==> config.mk <==
export PLATFORM = sky130hd
export DESIGN_NAME = vdc_seq_gen
export DESIGN_NICKNAME = d
export VERILOG_FILES = /design/src/rtl/vdc_pkg.sv /design/src/rtl/vdc_lane.sv /design/src/rtl/vdc_seq_gen.sv
export SDC_FILE = /design/constraint.sdc
export NUM_CORES = 1
export LEC_CHECK = 0
export ABC_AREA = 1
export BUFFER_PORTS_ARGS = -buffer_cell sky130_fd_sc_hd__buf_4
export CAP_MARGIN = 20
export CORE_MARGIN = 2
export CORE_UTILIZATION = 35
export CTS_CLUSTER_DIAMETER = 50
export DETAILED_ROUTE_END_ITERATION = 8
export HOLD_SLACK_MARGIN = 0.06
export PLACE_DENSITY = 0.49
export SYNTH_ARGS = -nofsm -noshare
export SYNTH_HDL_FRONTEND = slang
export SYNTH_SLANG_ARGS = --single-unit
==> constraint.sdc <==
create_clock -name clock -period 8.8 [get_ports clock]
set_clock_uncertainty 0.2 [all_clocks]
set_input_delay 1.32 -clock clock [delete_from_list [all_inputs] [get_ports clock]]
set_output_delay 1.32 -clock clock [all_outputs]
set_load 0.02 [all_outputs]
==> src/rtl/vdc_pkg.sv <==
// Shared helpers and types for the van der Corput sequence generator.
// Latency: n/a (package only).
// Backpressure: n/a.
// Contents: clamp_k (period exponent clamp), rev_bits (variable-length bit
// reverse), vdc_word_t (32-bit container used by the helpers; callers slice
// it down to their own WIDTH).
package vdc_pkg;

   typedef logic [31:0] vdc_word_t;

   // Legal exponents are 1..width; 0 would be a degenerate one-element period.
   function automatic int unsigned clamp_k(input int unsigned req, input int unsigned width);
      int unsigned k;
      k = req;
      if (req == 0) begin
         k = 1;
      end else if (req > width) begin
         k = width;
      end
      return k;
   endfunction

   // Reverse the low k bits of value: mirror all 32 bits, then shift the
   // mirrored field back down so it occupies bits [k-1:0].
   function automatic vdc_word_t rev_bits(input vdc_word_t value, input int unsigned k);
      vdc_word_t r;
      r = '0;
      for (int i = 0; i < 32; i++) begin
         r[i] = value[31-i];
      end
      return r >> (32 - k);
   endfunction

endpackage

==> src/rtl/vdc_lane.sv <==
// One output channel: phase-offset add, k-bit reverse, left-align, optional scramble.
// Latency: combinational, zero cycles from count_i/k_i.
// Backpressure: none; follows the shared counter.
// Ports: count_i shared counter, k_i period exponent, key_i scramble key
// (only when VDC_SCRAMBLE_EN is defined), seq_o aligned VDC value.
module vdc_lane
   import vdc_pkg::*;
#(
   parameter int          WIDTH  = 8,
   parameter int          KW     = 4,
   parameter int unsigned OFFSET = 0
) (
   input  logic [WIDTH-1:0] count_i,
   input  logic [KW-1:0]    k_i,
`ifdef VDC_SCRAMBLE_EN
   input  logic [WIDTH-1:0] key_i,
`endif
   output logic [WIDTH-1:0] seq_o
);

   // Offset truncated to WIDTH+1 bits; harmless since the result is reduced mod 2^k, k <= WIDTH.
   localparam logic [WIDTH:0] OFS = (WIDTH+1)'(OFFSET);

   logic [WIDTH:0]   sum;
   logic [WIDTH:0]   k_mask;
   logic [WIDTH:0]   m;
   vdc_word_t        rev;
   logic [WIDTH-1:0] aligned;
   logic [WIDTH-1:0] top_mask;

   always_comb begin
      sum      = {1'b0, count_i} + OFS;
      k_mask   = ((WIDTH+1)'(1) << k_i) - (WIDTH+1)'(1);
      m        = sum & k_mask;
      rev      = rev_bits(32'(m), 32'(k_i));
      aligned  = WIDTH'(rev << (32'(WIDTH) - 32'(k_i)));
      // Ones over the top k bits; the bits below the aligned field stay clear.
      top_mask = ~WIDTH'((32'd1 << (32'(WIDTH) - 32'(k_i))) - 32'd1);
`ifdef VDC_SCRAMBLE_EN
      seq_o    = aligned ^ (key_i & top_mask);
`else
      seq_o    = aligned & top_mask;
`endif
   end

endmodule

==> src/rtl/vdc_seq_gen.sv <==
// Multi-channel base-2 van der Corput generator with run-time period 2^k.
// Latency: outputs combinational from the count register (zero cycles).
// Backpressure: enable=0 stalls the counter; outputs hold.
// Ports: clock, reset (async active-high), start (restart + latch period_log2),
// enable (advance), period_log2 (requested k), seq_out (CHANNELS x WIDTH VDC),
// seq_raw (natural-order count), valid, period_done.
// Build option VDC_SCRAMBLE_EN adds key_load/key_sel/key_in and per-channel
// XOR keys masked to the top k bits.
module vdc_seq_gen
   import vdc_pkg::*;
#(
   parameter int  WIDTH    = 8,
   parameter int  CHANNELS = 4,
   parameter int  PHASE    = 1,
   localparam int KW       = $clog2(WIDTH + 1),
   localparam int KSW      = (CHANNELS > 1) ? $clog2(CHANNELS) : 1
) (
   input  logic                      clock,
   input  logic                      reset,
   input  logic                      start,
   input  logic                      enable,
   input  logic [KW-1:0]             period_log2,
`ifdef VDC_SCRAMBLE_EN
   input  logic                      key_load,
   input  logic [KSW-1:0]            key_sel,
   input  logic [WIDTH-1:0]          key_in,
`endif
   output logic [CHANNELS*WIDTH-1:0] seq_out,
   output logic [WIDTH-1:0]          seq_raw,
   output logic                      valid,
   output logic                      period_done
);

   logic [WIDTH-1:0] count_q, count_d;
   logic [KW-1:0]    k_q, k_d;
   logic             valid_q, valid_d;
   logic [WIDTH-1:0] k_mask;
   logic             last_elem;
   logic [WIDTH-1:0] lane_seq [CHANNELS];

   assign k_mask    = WIDTH'((32'd1 << k_q) - 32'd1);
   assign last_elem = (count_q == k_mask);

   always_comb begin
      count_d = count_q;
      k_d     = k_q;
      valid_d = valid_q;
      // start wins over enable so a restart always lands on element 0.
      if (start) begin
         count_d = '0;
         k_d     = KW'(clamp_k(32'(period_log2), WIDTH));
         valid_d = 1'b1;
      end else if (enable && valid_q) begin
         count_d = (count_q + WIDTH'(1)) & k_mask;
      end
   end

   always_ff @(posedge clock or posedge reset) begin
      if (reset) begin
         count_q <= '0;
         k_q     <= KW'(WIDTH);
         valid_q <= 1'b0;
      end else begin
         count_q <= count_d;
         k_q     <= k_d;
         valid_q <= valid_d;
      end
   end

`ifdef VDC_SCRAMBLE_EN
   logic [WIDTH-1:0] key_q [CHANNELS];

   always_ff @(posedge clock or posedge reset) begin
      if (reset) begin
         for (int c = 0; c < CHANNELS; c++) begin
            key_q[c] <= '0;
         end
      end else if (key_load && (32'(key_sel) < CHANNELS)) begin
         key_q[key_sel] <= key_in;
      end
   end
`endif

   for (genvar c = 0; c < CHANNELS; c++) begin : g_lane
      vdc_lane #(
         .WIDTH  (WIDTH),
         .KW     (KW),
         .OFFSET (32'(c * PHASE))
      ) u_lane (
         .count_i (count_q),
         .k_i     (k_q),
`ifdef VDC_SCRAMBLE_EN
         .key_i   (key_q[c]),
`endif
         .seq_o   (lane_seq[c])
      );
      // Lanes with a nonzero offset produce nonzero values at count 0, so gate on valid.
      assign seq_out[c*WIDTH +: WIDTH] = valid_q ? lane_seq[c] : '0;
   end

   assign seq_raw     = valid_q ? count_q : '0;
   assign valid       = valid_q;
   assign period_done = valid_q & enable & ~start & last_elem;

endmodule

=== Word level (Yosys, flattened, before mapping) ===
Cells that the tools add are included.

* Register bits after elaboration: 13
* Input port bits: 8
* Output and inout bits: 42
* Logic and storage cells: 51

* $add $sub $neg: 9
* $lt $le $gt $ge: 1
* Equality and inequality tests: 1
* Shift operators: 11
* Multiplexer cells: 9
* Bitwise operators: 14
* Reduce and logical (&&, ||, !) cells: 3

{| class="wikitable"
|+ Operator list
! cell !! number
|-
| $shl A32 B32 Y8 || 4
|-
| $shr A32 B32 Y32 || 4
|-
| $mux W8 || 7
|-
| $and A8 B8 Y8 || 5
|-
| $shl A1 B32 Y8 const A || 1
|-
| $and A9 B9 Y9 || 3
|-
| $add A8 B2 Y9 const B || 2
|-
| $sub A8 B1 Y8 const B || 2
|-
| $add A8 B1 Y9 const B || 1
|-
| $and A8 B9 Y9 || 1
|-
| $shl A1 B4 Y9 const A || 1
|-
| $sub A9 B2 Y9 const B || 1
|-
| $add A8 B1 Y8 const B || 1
|-
| $eq A8 B8 Y1 || 1
|-
| $mux W4 || 2
|-
| $not A8 Y8 || 1
|-
| $shl A1 B4 Y8 const A || 1
|-
| $sub A6 B4 Y7 const A || 1
|-
| $sub A4 B4 Y5 const A || 1
|-
| $gt A4 B4 Y1 const B || 1
|-
| $logic_not A4 Y1 || 1
|-
| $and A1 B1 Y1 || 3
|-
| $reduce_bool A2 Y1 || 1
|-
| $logic_and A1 B1 Y1 || 1
|-
| $not A1 Y1 || 1
|}

=== Longest topological paths before layout ===
* Depth in word-level cells: 7
* Depth in mapped cells: 26
* Gate-level depth less buffers: 22

=== By module ===
From an unflattened synthesis, not the netlist that was laid out.

* Cell total of the unflattened synthesis: 1381
* Area total of the unflattened synthesis: 7121.8 sq um

{| class="wikitable"
|+ Modules (own cells, without submodules)
! module !! times used !! cells each !! area an instance (sq um) !! seq. area each (sq um)
|-
| vdc_lane at g_lane[1].u_lane || 1 || 317 || 1676.6 || 0.0
|-
| vdc_lane at g_lane[3].u_lane || 1 || 313 || 1534.0 || 0.0
|-
| vdc_lane at g_lane[2].u_lane || 1 || 300 || 1478.9 || 0.0
|-
| vdc_seq_gen || 1 || 212 || 1219.9 || 326.6
|-
| vdc_lane at g_lane[0].u_lane || 1 || 239 || 1212.4 || 0.0
|}

=== Worst setup path before layout ===
Ideal clock, no wire load.

* Path kind: reg2out
* From: reg k_q[0]
* To: out seq_out[4]
* Arrival: 4.096 ns
* Data required time: 7.280 ns
* Setup slack: 3.184 ns
* Stages on the path, launching flop included: 23
* Buffers on the path: 4
* Cells stage by stage: dfrtp_1 > buf_4 > inv_2 > buf_2 > buf_1 > clkbuf_1 > ha_1 > ha_1 > nand2_1 > ha_1 > nand4_1 > and2_1 > ha_1 > nand2_1 > o21ai_0 > nand2_1 > o211ai_1 > nand2_1 > nor3_1 > nand2_1 > o21ai_0 > inv_1 > a311oi_1

* Longest elaborated chain between the ends: 7
* Elaborated cells on any way between the ends: 12
* Classes of those cells: add/sub: 4; shift: 4; mux: 1; bitwise: 3

{| class="wikitable"
|+ RTL lines
! what !! RTL line !! source
|-
| start, declared || vdc_seq_gen.sv:35 || <nowiki>logic [KW-1:0] k_q, k_d;</nowiki>
|-
| start signal, assigned || vdc_seq_gen.sv:61 || <nowiki>k_q <= KW'(WIDTH);</nowiki>
|-
| start signal, assigned || vdc_seq_gen.sv:65 || <nowiki>k_q <= k_d;</nowiki>
|-
| $shl A1 B4 Y9 || vdc_lane.sv:33 || <nowiki>k_mask = ((WIDTH+1)'(1) << k_i) - (WIDTH+1)'(1);</nowiki>
|-
| $sub A9 B2 Y9 || vdc_lane.sv:33 ||
|-
| $and A8 B9 Y9 || vdc_lane.sv:34 || <nowiki>m = sum & k_mask;</nowiki>
|-
| $shr A32 B32 Y32 || vdc_pkg.sv:31 || <nowiki>return r >> (32 - k);</nowiki>
|-
| $shl A32 B32 Y8 || vdc_lane.sv:36 || <nowiki>aligned = WIDTH'(rev << (32'(WIDTH) - 32'(k_i)));</nowiki>
|-
| $and A8 B8 Y8 (*) || vdc_lane.sv:42 || <nowiki>seq_o = aligned & top_mask;</nowiki>
|-
| $mux W8 (*) || vdc_seq_gen.sv:98 || <nowiki>assign seq_out[c*WIDTH +: WIDTH] = valid_q ? lane_seq[c] : '0;</nowiki>
|-
| end, declared || vdc_seq_gen.sv:28 || <nowiki>output logic [CHANNELS*WIDTH-1:0] seq_out,</nowiki>
|}

Every way passes the cells marked *; elsewhere a longest branch is shown, timed or not.

=== Worst setup path in the final report ===
* From: reg k_q[0]
* To: out seq_out[7]

The elaborated chain is that of the path after synthesis.

==> impl_metrics.csv <==
group,metric,value,unit
status,status,"finished, final reports clean",
cts,postCtsSetupBuffers,0,
die,fp-row-count,40,
power,peakVddDrop,0.1521,mV
cts,cts_tree,"done",
timing,hold_viol,0,
drt,routed_via_density,5.560,
cts,cts_sinks,13,
yosys,synth_edf_count,0,
worst_setup_path,cp-start-kind,"flop",
yosys,ys_types,46,
worst_setup_path,critical_path_class,"reg2out",
worst_setup_path,crit_path_start,"k_q[0]",
timing,worst_hold_slack,418.0,ps
timing,slew_viol_final,0,
drt,drc,0,
cts,cts_hold_buffers,0,
finish,final_common_cell,"nand2_1",
cts,cts_max_level,1,
die,pin_count,50,
yosys,ys.flop_type,"dfrtp_1",
timing,period_minus_slack,6690,ps
yosys,synth_warnings,0,
finish,antennaDiodeCount,0,
worst_setup_path,worstRegToRegCells,12,
min_path,hold_path_depth,2,
worst_setup_path,crit_path_cell_trace,"buf_4, inv_2, ha_2, ha_1, nand2_1, ha_1, nand4_1, and2_1, ha_1, nand2_1, a21boi_0, nor2_1, a21oi_1, a21oi_1, o21ai_0, nand2_1, o21ai_0, o21ai_1, nor2_1, nor3_1, buf_4",
timing,fin_tns_setup,0,ps
yosys,ys_seq_area_share,7.472,%
drt,drt_iter0_markers,518,
die,die_area,13400,µm²
worst_setup_path,worstPathRequired,7280,ps
worst_setup_path,cp-end-kind,"output pin",
die,die_w,115.7,µm
drt,routed_wl,17270,µm
flow_run,cap_violations,0,
place,gp_congestion,0.9201,
finish,fin_cells,1000,
place,dpl_cell_area,4720,µm²
grt,first_global_vias,5369,
die,start_util,36.08,%
finish,area_growth,9.791,%
cts,clock-root-buffer,"clkbuf_16",
drt,wl_per_cell,17.27,µm
finish,final_cell_mix,"nand2_1 (243), nand3_1 (146), nor2_1 (76)",
worst_setup_path,rr_startpoint,"k_q[0]",
cts,cts_buffer_depth,2,
timing,fin_ws,2110,ps
grt,globalRouteTotalUtil,26.10,%
timing,min_period_over_period,76.02,%
timing,relSlewSlack,34.78,%
cts,cts_buffers,3,
worst_setup_path,slowest_delay,620,ps
grt,grt_start_max_net_pins,77,
finish,design_area,4798,µm²
cts,clkLatencyLatePin,240,ps
drt,first_pass_iters,5,
yosys,synthCells,813,
worst_setup_path,cp.arrival,5170,ps
power,p_per_area,141.8,nW/µm²
place,port_buffers,49,
worst_setup_path,crit_end,"seq_out[7]",
timing,fmax,149.5,MHz
timing,finalSetupViolCount,0,
worst_setup_path,cp_slowest_cell,"inv_2",
grt,grt_overflow,0,
grt,grt_pass1_wl,27700,µm
drt,num_vias,5560,
place,pre_cts_ws,2467,ps
yosys,syn_area,4370,µm²
yosys,syn-mean-instance-area,5.376,µm²
cts,cts_resized,0,
die,core,12110,µm²
min_path,min_path_type,"reg2reg",
worst_setup_path,rr_endpoint,"count_q[2]",
place,hpwl,13500,µm
finish,layout-drive-gt1-share,15.02,%
worst_setup_path,rrSetupSlack,5210,ps
finish,fin_nets,863,
cts,path_clk_slew,50,ps
timing,rsz0062_at_grt,"false",
yosys,async_flop_share,100.0,%
place,dp.cells,996,
drt,antenna_left,0,
die,die_height,115.7,µm
power,p_leak,2.447,nW
yosys,syn_nets,843,
grt,antenna_found_initial,0,
timing,tightest_slew,976.9,ps
worst_setup_path,crit_path_max_fanout,76,
yosys,synth-seq-cells,13,
[critical path, delay by kind of cell (launching register included)]
kind | cells | cell delay [ps]
compound gates | 6 | 870
simple gates | 8 | 1190
flops | 1 | 330
buf+inv | 3 | 1400
fa+ha+maj | 4 | 1140
[metrics by stage]
| step | util, % | power, mW |
|---|---|---|
| finish | 39.62 | 0.6804 |
| global route | 39.62 | 0.7419 |
| CTS | 39.62 | 0.6733 |
| detailed placement | 38.97 | 0.5830 |
| global placement | 38.97 | 0.5852 |
| floorplan | - | 0.4578 |
[cell usage after synthesis (2+ instances only)]
library cell | number | share of area [%]
o21ai_0 | 28 | 3.2
nand3b_1 | 2 | 0.34
nand2_2 | 12 | 1.7
nor2_2 | 10 | 1.4
a21oi_1 | 34 | 3.9
o21ai_1 | 8 | 0.92
clkbuf_8 | 6 | 1.9
dfrtp_1 | 12 | 6.9
buf_4 | 4 | 0.69
buf_2 | 18 | 2.1
nand2_4 | 2 | 0.52
clkinv_1 | 2 | 0.17
and2_1 | 4 | 0.57
inv_1 | 70 | 6.0
inv_2 | 11 | 0.94
buf_1 | 4 | 0.34
clkbuf_1 | 3 | 0.26
mux2i_1 | 2 | 0.46
nor2_4 | 4 | 1.0
nor2_1 | 76 | 6.5
nand2_1 | 243 | 21
nor3_1 | 6 | 0.69
o21ai_2 | 4 | 0.80
nand4_1 | 25 | 3.6
xor2_1 | 6 | 1.2
buf_6 | 3 | 0.77
ha_1 | 22 | 6.3
a211oi_1 | 3 | 0.52
nand3_1 | 146 | 17
a21oi_2 | 2 | 0.40
nand3_2 | 16 | 3.7
o22ai_1 | 10 | 1.4
nor4_1 | 2 | 0.29
[registers in the layout, summed over array words and instances, names as in the netlist]
| register | flops |
|---|---|
| count_q | 8 |
| k_q | 4 |
| valid | 1 |
[logic make-up after synthesis]
logic type | Yosys count | share of synthesized area, %
compound gates | 96 | 12.54
simple gates | 551 | 58.52
xor+xnor | 7 | 1.403
buf+inv | 122 | 13.31
flops | 13 | 7.472
fa+ha+maj | 22 | 6.298
mux | 2 | 0.4581
[layer usage]
metal,vias up,global-route usage (%),routed length (µm)
li1,2730,-,-
met1,2595,38.65,8120
met2,207,40.47,7612
met3,28,2.563,1101
met4,0,6.746,433
met5,-,0,0
[power breakdown]
group	switching (mW)	leakage, nW	internal, mW	total [mW]
Sequential	0.00499	0.167	0.0627	0.0677
Combinational	0.372	2.24	0.152	0.524
Clock	0.0269	0.0382	0.0613	0.0883
Total	0.404	2.45	0.276	0.680
[how the worst min path moves through the flow]
stage	from	to	slack [ps]
2_1_floorplan	k_q[3]	k_q[3]	360
3_3_place_gp	k_q[3]	k_q[3]	420
4_1_cts	k_q[3]	k_q[3]	430
3_5_place_dp	k_q[3]	k_q[3]	420
6_report	k_q[3]	k_q[3]	420
5_1_grt	k_q[3]	k_q[3]	460
[layout make-up]
class	count	area (µm²)
clock buffer	4	78.83
fill	1396	7313
inverter	83	311.5
multi-input combinational	678	3465
sequential	13	327.8
tap	168	210.2
timing repair buffer	54	405.4
(Power assumes the default switching activity.)
